`config.mk`:
```
export PLATFORM = sky130hd
export DESIGN_NAME = jpeg_du_ctrl
export DESIGN_NICKNAME = d
export VERILOG_FILES = /design/src/rtl/jpeg_enc_pkg.sv /design/src/rtl/jpeg_du_rd_pipe.sv /design/src/rtl/jpeg_du_ctrl.sv
export SDC_FILE = /design/constraint.sdc
export NUM_CORES = 1
export LEC_CHECK = 0
export ABC_CLOCK_PERIOD_IN_PS = 4300
export CORE_UTILIZATION = 47
export DETAILED_ROUTE_END_ITERATION = 8
export PLACE_DENSITY = 0.85
export RECOVER_POWER = 25
export SYNTH_ARGS = -nofsm -noshare
export SYNTH_HDL_FRONTEND = slang
export SYNTH_SLANG_ARGS = --single-unit
export TNS_END_PERCENT = 30
```
`constraint.sdc`:
```
create_clock -name clk -period 4.3 [get_ports clk]
set_clock_uncertainty 0.05 [all_clocks]
set_input_delay 0.86 -clock clk [delete_from_list [all_inputs] [get_ports clk]]
set_output_delay 0.86 -clock clk [all_outputs]
set_load 0.005 [all_outputs]
```
`src/rtl/jpeg_enc_pkg.sv`:
```
// Shared state encoding, address map and fdtbl address helper for the JPEG data-unit sequencer.
package jpeg_enc_pkg;

  localparam logic [1:0] S_FILL = 2'd0;
  localparam logic [1:0] S_WR_U = 2'd1;
  localparam logic [1:0] S_WR_V = 2'd2;
  localparam logic [1:0] S_READ = 2'd3;

  localparam int unsigned DU_SIZE  = 64;
  localparam int unsigned DU_WORDS = 192;

  localparam logic [7:0] Y_BASE = 8'd0;
  localparam logic [7:0] U_BASE = 8'd64;
  localparam logic [7:0] V_BASE = 8'd128;

  localparam logic [6:0] FDTBL_UV_BASE = 7'd64;

  // U and V share the chroma table, so both fold onto the upper ROM half.
  function automatic logic [6:0] fdtbl_addr(input logic [7:0] ar);
    return (ar >= U_BASE) ? (FDTBL_UV_BASE | {1'b0, ar[5:0]}) : {1'b0, ar[5:0]};
  endfunction

endpackage

```
`src/rtl/jpeg_du_rd_pipe.sv`:
```
// Read side of the data-unit sequencer: issue/out pointers, valid/ready stall handling and the
// RAM read-address mux.
module jpeg_du_rd_pipe
  import jpeg_enc_pkg::*;
(
  input  logic       clk,
  input  logic       reset_n,
  input  logic       clear,
  input  logic       active,
  input  logic       o_ready,
  output logic       o_valid,
  output logic [7:0] out_ptr,
  output logic [7:0] du_ram_ar,
  output logic       last_acc
);

  logic [7:0] issue_ptr;
  logic       issue;

  assign issue     = active && (issue_ptr < 8'(DU_WORDS)) && (!o_valid || o_ready);
  // A stall re-reads out_ptr so the registered RAM/ROM data holds steady.
  assign du_ram_ar = issue ? issue_ptr : out_ptr;
  assign last_acc  = active && o_valid && o_ready && (out_ptr == 8'(DU_WORDS - 1));

  always_ff @(posedge clk or negedge reset_n) begin
    if (!reset_n) begin
      issue_ptr <= 8'd0;
      out_ptr   <= 8'd0;
      o_valid   <= 1'b0;
    end else if (clear || last_acc) begin
      issue_ptr <= 8'd0;
      out_ptr   <= 8'd0;
      o_valid   <= 1'b0;
    end else if (issue) begin
      out_ptr   <= issue_ptr;
      issue_ptr <= issue_ptr + 8'd1;
      o_valid   <= 1'b1;
    end else if (o_ready) begin
      o_valid   <= 1'b0;
    end
  end

endmodule

```
`src/rtl/jpeg_du_ctrl.sv`:
```
// Data-unit sequencer: fills the 192x8 DU RAM with one 8x8 YUV block, then streams it with fdtbl
// entries to the DCT stage. Define JPEG_DU_LEVEL_SHIFT_EN to emit level-shifted samples.
module jpeg_du_ctrl
  import jpeg_enc_pkg::*;
#(
  parameter int CNT_W = 16
) (
  input  logic             clk,
  input  logic             reset_n,
  input  logic             flush,
  input  logic             pix_valid,
  output logic             pix_ready,
  input  logic [7:0]       pix_y,
  input  logic [7:0]       pix_u,
  input  logic [7:0]       pix_v,
  output logic [7:0]       du_ram_aw,
  output logic [7:0]       du_ram_di,
  output logic             du_ram_we,
  output logic [7:0]       du_ram_ar,
  input  logic [7:0]       du_ram_do,
  output logic [6:0]       fdtbl_rom_a,
  input  logic [7:0]       fdtbl_rom_d,
  output logic             o_valid,
  input  logic             o_ready,
  output logic [7:0]       o_sample,
  output logic [7:0]       o_qscale,
  output logic [1:0]       o_comp,
  output logic [5:0]       o_idx,
  output logic             o_last,
  output logic             du_done,
  output logic [CNT_W-1:0] du_count
);

  logic [1:0] state;
  logic [5:0] pix_idx;
  logic [7:0] u_hold;
  logic [7:0] v_hold;
  logic       pix_acc;
  logic       last_acc;
  logic [7:0] out_ptr;

  assign pix_ready = (state == S_FILL);
  assign pix_acc   = pix_valid && pix_ready && !flush;
  assign du_done   = last_acc && !flush;

  always_comb begin
    du_ram_we = 1'b0;
    du_ram_aw = 8'd0;
    du_ram_di = 8'd0;
    if (!flush) begin
      case (state)
        S_FILL: begin
          du_ram_we = pix_acc;
          du_ram_aw = pix_acc ? Y_BASE + {2'b00, pix_idx} : 8'd0;
          du_ram_di = pix_acc ? pix_y : 8'd0;
        end
        S_WR_U: begin
          du_ram_we = 1'b1;
          du_ram_aw = U_BASE + {2'b00, pix_idx};
          du_ram_di = u_hold;
        end
        S_WR_V: begin
          du_ram_we = 1'b1;
          du_ram_aw = V_BASE + {2'b00, pix_idx};
          du_ram_di = v_hold;
        end
        default: ;
      endcase
    end
  end

  always_ff @(posedge clk or negedge reset_n) begin
    if (!reset_n) begin
      state    <= S_FILL;
      pix_idx  <= 6'd0;
      u_hold   <= 8'd0;
      v_hold   <= 8'd0;
      du_count <= '0;
    end else if (flush) begin
      state   <= S_FILL;
      pix_idx <= 6'd0;
    end else begin
      case (state)
        S_FILL: begin
          if (pix_acc) begin
            u_hold <= pix_u;
            v_hold <= pix_v;
            state  <= S_WR_U;
          end
        end
        S_WR_U: state <= S_WR_V;
        S_WR_V: begin
          if (pix_idx == 6'(DU_SIZE - 1)) begin
            pix_idx <= 6'd0;
            state   <= S_READ;
          end else begin
            pix_idx <= pix_idx + 6'd1;
            state   <= S_FILL;
          end
        end
        default: begin
          if (last_acc) begin
            state    <= S_FILL;
            du_count <= du_count + CNT_W'(1);
          end
        end
      endcase
    end
  end

  jpeg_du_rd_pipe u_rd_pipe (
    .clk       (clk),
    .reset_n   (reset_n),
    .clear     (flush),
    .active    (state == S_READ),
    .o_ready   (o_ready),
    .o_valid   (o_valid),
    .out_ptr   (out_ptr),
    .du_ram_ar (du_ram_ar),
    .last_acc  (last_acc)
  );

  assign fdtbl_rom_a = fdtbl_addr(du_ram_ar);
  assign o_qscale    = fdtbl_rom_d;
  assign o_comp      = out_ptr[7:6];
  assign o_idx       = out_ptr[5:0];
  assign o_last      = (out_ptr[5:0] == 6'd63);

`ifdef JPEG_DU_LEVEL_SHIFT_EN
  assign o_sample = du_ram_do ^ 8'h80;
`else
  assign o_sample = du_ram_do;
`endif

endmodule

```
Word-level counts from Yosys, hierarchy flattened
Cells that the tools add are included.
{"block": "op_classes", "n_eq_ne": 7, "order_cmp": 2, "n_bitwise": 2, "add_sub_neg": 5, "n_reduce_logical": 22, "n_mux": 24}
{"cell": "8-bit 2-to-1 mux", "count": 7}
{"cell": "8-bit one-hot mux with 3 select lines", "count": 2}
{"cell": "6-bit 2-to-1 mux", "count": 4}
{"cell": "16-bit by 1-bit adder with 16-bit output, second input constant", "count": 1}
{"cell": "6-bit == test, second input constant", "count": 2}
{"cell": "7-bit by 6-bit adder with 8-bit output, first input constant", "count": 1}
{"cell": "8-bit by 1-bit adder with 8-bit output, second input constant", "count": 1}
{"cell": "8-bit by 6-bit adder with 8-bit output, first input constant", "count": 1}
{"cell": "8-bit == test, second input constant", "count": 1}
{"cell": "8-bit by 7-bit >= comparator with 1-bit output, second input constant", "count": 1}
{"cell": "1-bit logical AND", "count": 8}
{"cell": "8-bit less-than comparator, second input constant", "count": 1}
{"cell": "2-bit 2-to-1 mux", "count": 4}
{"cell": "7-bit 2-to-1 mux", "count": 1}
{"cell": "6-bit by 1-bit adder with 6-bit output, second input constant", "count": 1}
{"cell": "2-bit one-hot mux with 3 select lines", "count": 1}
{"cell": "3-bit AND reduction", "count": 2}
{"cell": "5-bit nonzero test", "count": 1}
{"cell": "2-bit == test, second input constant", "count": 2}
{"cell": "1-bit 2-to-1 mux", "count": 4}
{"cell": "2-bit nonzero test", "count": 2}
{"cell": "3-bit by 2-bit inequality test with 1-bit output, second input constant", "count": 1}
{"cell": "3-bit nonzero test", "count": 1}
{"cell": "3-bit OR reduction", "count": 1}
{"cell": "8 further kinds", "count": 11}
{"block": "totals", "output_inout_bits": 76, "word_cells": 70, "regBits": 57, "input_bits": 45}

Longest topological paths before layout
{"block": "depth", "word_depth": 7, "mapped_depth": 7, "ltp_nobuf": 6}

By module
A second synthesis with hierarchy kept.
{"block": "unflattened", "cells_unflattened": 283, "hier_area_um2": 3075.4}
{"mod": "jpeg_du_ctrl", "area_each_um2": 2212.1, "cells_per_inst": 206, "seq_area_each_um2": 1001.0, "n_inst": 1}
{"mod": "jpeg_du_rd_pipe", "area_each_um2": 863.3, "cells_per_inst": 77, "seq_area_each_um2": 425.4, "n_inst": 1}

Worst setup path after synthesis
Ideal clock, no wire load.
{"block": "synth_path", "kind": "input to output", "startpoint": "in o_ready", "endpoint": "out fdtbl_rom_a[2]", "path_stages": 5, "t_required_ns": 3.390, "arrival_time_ns": 1.895, "slack_ns": 1.495, "n_path_buf": 2, "path_cell_list": "nand2b_1 > nand3_1 > buf_2 > mux2_2 > buf_4"}
{"block": "synth_via", "elab_chain_cells": 4}
{"element": "start: declaration", "line_no": "jpeg_du_ctrl.sv:24", "source": "input logic o_ready,"}
{"element": "1-bit logical OR", "line_no": "jpeg_du_rd_pipe.sv:20", "source": "assign issue = active && (issue_ptr < 8'(DU_WORDS)) && (!o_valid || o_ready);"}
{"element": "1-bit logical AND", "line_no": "jpeg_du_rd_pipe.sv:20"}
{"element": "8-bit 2-to-1 mux", "line_no": "jpeg_du_rd_pipe.sv:22", "source": "assign du_ram_ar = issue ? issue_ptr : out_ptr;"}
{"element": "named net du_ram_ar[2]", "line_no": "jpeg_du_ctrl.sv:19", "source": "output logic [7:0] du_ram_ar,"}
{"element": "7-bit 2-to-1 mux", "line_no": "jpeg_enc_pkg.sv:20", "source": "return (ar >= U_BASE) ? (FDTBL_UV_BASE | {1'b0, ar[5:0]}) : {1'b0, ar[5:0]};"}
{"element": "end: declaration", "line_no": "jpeg_du_ctrl.sv:21", "source": "output logic [6:0] fdtbl_rom_a,"}
The timed path passes the listed nets, and every way through them passes these cells.

Final worst setup path
{"block": "layout_path", "startpoint": "in flush", "endpoint": "out du_ram_di[2]"}
{"block": "layout_via", "elab_chain_cells": 5}
{"element": "start: declaration", "line_no": "jpeg_du_ctrl.sv:10", "source": "input logic flush,"}
{"element": "1-bit logical NOT"}
{"element": "1-bit logical AND", "line_no": "jpeg_du_ctrl.sv:43", "source": "assign pix_acc = pix_valid && pix_ready && !flush;"}
{"element": "8-bit 2-to-1 mux", "line_no": "jpeg_du_ctrl.sv:55", "source": "du_ram_di = pix_acc ? pix_y : 8'd0;"}
{"element": "8-bit one-hot mux with 3 select lines", "line_no": "jpeg_du_ctrl.sv:51", "source": "case (state)"}
{"element": "8-bit 2-to-1 mux *", "line_no": "jpeg_du_ctrl.sv:50", "source": "if (!flush) begin"}
{"element": "end: declaration", "line_no": "jpeg_du_ctrl.sv:17", "source": "output logic [7:0] du_ram_di,"}
Mark *: on every way between the ends. The rest lies on a longest branch, timed or not.

==> impl_metrics.env <==
export IMPL_cts_made_buffers=9
export IMPL_cts_resized=0
export IMPL_path_buf_inv=4
export IMPL_wire_per_inst_um=14.6
export IMPL_synth_cell_type_count=43
export IMPL_arrival_ns=2.82
export IMPL_stdcell_area_sq_mm=0.00403
export IMPL_drc=0
export IMPL_drt_iter0_drc=153
export IMPL_violations="max-capacitance violations, max-slew violations"
export IMPL_min_path_type="register to register"
export IMPL_fillCellCount=543
export IMPL_htree_num_levels=3
export IMPL_grt_usage=0.214
export IMPL_routed_wl_um=6910
export IMPL_whs_path_depth=1
export IMPL_async_reset_ff_frac=1.00
export IMPL_peakVddDrop_mv=0.280
export IMPL_rows=29
export IMPL_drt_vias_per_instance=5.48
export IMPL_crit_type="primary input to primary output"
export IMPL_slowest_stage="clkdlybuf4s50_1"
export IMPL_yosysSeqAreaShare=0.462
export IMPL_drive_above_1_share=0.0804
export IMPL_io_pins=121
export IMPL_gp_congestion=0.840
export IMPL_tritoncts="yes"
export IMPL_detail_route_antenna_nets=0
export IMPL_grt_max_degree=58
export IMPL_cts_num_sinks=57
export IMPL_cts_max_path_buffers=2
export IMPL_worst_slack_ns=0.569
export IMPL_synthCells=322
export IMPL_post_cts_setup_buffers=0
export IMPL_path_cells="clkdlybuf4s50_1, inv_1, and3_1, buf_4, a222oi_1, nor2_1, clkdlybuf4s50_1"
export IMPL_worst_path_most_repeated_cell="clkdlybuf4s50_1"
export IMPL_dp_slack_ns=0.562
export IMPL_placed_cell_area_sq_mm=0.00386
export IMPL_synth_edff_count=0
export IMPL_setup_viol=0
export IMPL_hpwl_um=4870
export IMPL_maxCapViolCount=1
export IMPL_hold_viol=0
export IMPL_fmax_mhz=268
export IMPL_clkTransAtPathRegs_ns=0.06
export IMPL_synth_warnings=0
export IMPL_end_kind="primary output"
export IMPL_relSlewSlack=-0.994
export IMPL_timing_final_crit_share=0.868
export IMPL_die_w_um=83.0
export IMPL_finalMaxSlewViolations=58
export IMPL_worstPathRequired_ns=3.39
export IMPL_fin_tns_setup_ns=0
export IMPL_gr_total_overflow=0
export IMPL_fp_dieH_um=83.0
export IMPL_multiInputGateArea_sq_mm=0.00139
export IMPL_outcome="finished, violations left"
export IMPL_rr_worst_depth=5
export IMPL_power_leakage_uw=0.00184
export IMPL_insertedDiodeCount=0
export IMPL_r2r_start="state[0]"
export IMPL_syn_to_final_growth_pct=30.7
export IMPL_hold_path_end="du_count[15]"
export IMPL_start_util=0.486
export IMPL_vias=2602
export IMPL_crit_fanout=25
export IMPL_core_area_sq_mm=0.00635
export IMPL_syn_nets=375
export IMPL_r2r_setup_slack_ns=1.80
export IMPL_r2r_end="state[1]"
export IMPL_ctsHoldBuffers=0
export IMPL_fin_nets=446
export IMPL_worstSetupStartpointType="primary input"
export IMPL_die_area_sq_mm=0.00690
export IMPL_synth_area_sq_mm=0.00309
export IMPL_drtPass1Iterations=6
export IMPL_crit_family="buffers and inverters"
export IMPL_syn_area_per_cell_sq_um=9.59
export IMPL_critical_path_max_stage_delay_ns=0.52
export IMPL_clkLatencyLatePin_ns=0.33
export IMPL_synthFlopType="dfrtp_1"
export IMPL_rsz0062_at_grt="no"
export IMPL_min_delay_start="du_count[15]"
export IMPL_synth_seq_cells=57
export IMPL_p_per_area_mw_per_mm2=377
export IMPL_fin_crit_ns=3.73
export IMPL_grt_first_pass_wirelength_um=11900
export IMPL_place_port_buffers=88
export IMPL_grt_pass1_vias=2562
export IMPL_seq_area_sq_mm=0.00143
export IMPL_cts_root_buf="clkbuf_8"
export IMPL_tightest_slew_ns=2.99
export IMPL_antenna_found_initial=0
per-stage QoR:
stage                     power, uW  hold slack (ns)   util  cells
after floorplan                 913            0.395      -    322
after global placement         1070            0.410  0.608    459
after detailed placement       1090            0.416  0.608    459
after CTS                      1530            0.435  0.636    475
after global routing           1610            0.447  0.635    475
final                          1520            0.428  0.635    475
kinds of logic (layout without fill, tap and decap cells):
logic type               count (synthesis)  in the layout  synth area share
AND/OR/NAND/NOR                        154            154             0.256
flip-flops                              57             57             0.462
XOR/XNOR                                19             19            0.0539
multiplexers                             9              9            0.0320
adder cells (fa/ha/maj)                  8              8            0.0324
AO/OA/AOI/OAI                           33             33            0.0770
buffers and inverters                   42            118            0.0863
state kept, by name, summed over array words and instances, names as in the netlist:
signal / cells
u_rd_pipe.out_ptr: 8
pix_idx: 6
state: 2
v_hold: 8
u_rd_pipe.o_valid: 1
u_rd_pipe.issue_ptr: 8
du_count: 16
u_hold: 8
how the worst max path moves through the flow:
| stage | from | end | slack, ns | cells after the start |
|---|---|---|---|---|
| final | flush | du_ram_di[2] | 0.57 | 7 |
| after global routing | reset_n | u_hold[1] | 0.30 | 2 |
| after CTS | o_ready | du_done | 0.56 | 5 |
| after detailed placement | o_ready | du_done | 0.56 | 5 |
| after global placement | o_ready | du_done | 0.61 | 5 |
| after floorplan | o_ready | fdtbl_rom_a[2] | 1.50 | 5 |
per-layer routing:
metal / track usage / vias up / wire (um)
li1: - / 1236 / -
met3: 0.0646 / 10 / 410
met1: 0.276 / 1264 / 3060
met2: 0.346 / 92 / 3370
met4: 0.0643 / 0 / 73
met5: 0 / - / 0
cell type report:
type	count	share of cell area
clock buffers	13	0.0394
multi-input cells	223	0.346
clock inverters	3	0.00372
flip-flops and latches	57	0.354
inverters	9	0.00837
well taps	77	0.0239
repair buffers	93	0.225
synthesized netlist by cell type (3+ instances only):
| library cell | n | area share |
|---|---|---|
| nand2_1 | 64 | 0.078 |
| dfrtp_1 | 57 | 0.46 |
| buf_4 | 22 | 0.054 |
| nor2_1 | 21 | 0.026 |
| nand3_1 | 12 | 0.019 |
| xor2_1 | 10 | 0.028 |
| inv_1 | 9 | 0.011 |
| nand4_1 | 9 | 0.018 |
| xnor2_1 | 9 | 0.026 |
| a222oi_1 | 8 | 0.026 |
| ha_1 | 8 | 0.032 |
| nor2b_1 | 8 | 0.016 |
| a21oi_1 | 7 | 0.011 |
| clkbuf_1 | 7 | 0.0085 |
| mux2_2 | 7 | 0.026 |
| and2_1 | 6 | 0.012 |
| nor3_1 | 6 | 0.0097 |
| and3_1 | 5 | 0.010 |
| o21ai_0 | 5 | 0.0081 |
| or3_1 | 5 | 0.010 |
| and4_1 | 3 | 0.0085 |
| nand2b_1 | 3 | 0.0061 |
| o22ai_1 | 3 | 0.0061 |
report_power, final:
| group | internal [uW] | total (uW) | switching, uW | leakage (uW) |
|---|---|---|---|---|
| Combinational | 189 | 386 | 196 | 0.000973 |
| Sequential | 625 | 689 | 64.0 | 0.000770 |
| Clock | 238 | 445 | 207 | 0.0000932 |
| Total | 1050 | 1520 | 468 | 0.00184 |
cell usage in the layout (no fill, tap or decap), drive strengths merged, types with 5 or more instances in the layout:
cell type and count:
xnor2 9, xor2 10, nand3 12, and2 6, buf 5, nand4 10, mux2 7, nand2 64
clkdlybuf4s50 87, ha 8, clkbuf 14, a222oi 8, dfrtp 57, and3 5, nor3 6, a21oi 7
o21ai 5, nor2 22, inv 9, or3 5, nor2b 8
Power figures use the tool's default switching activity.
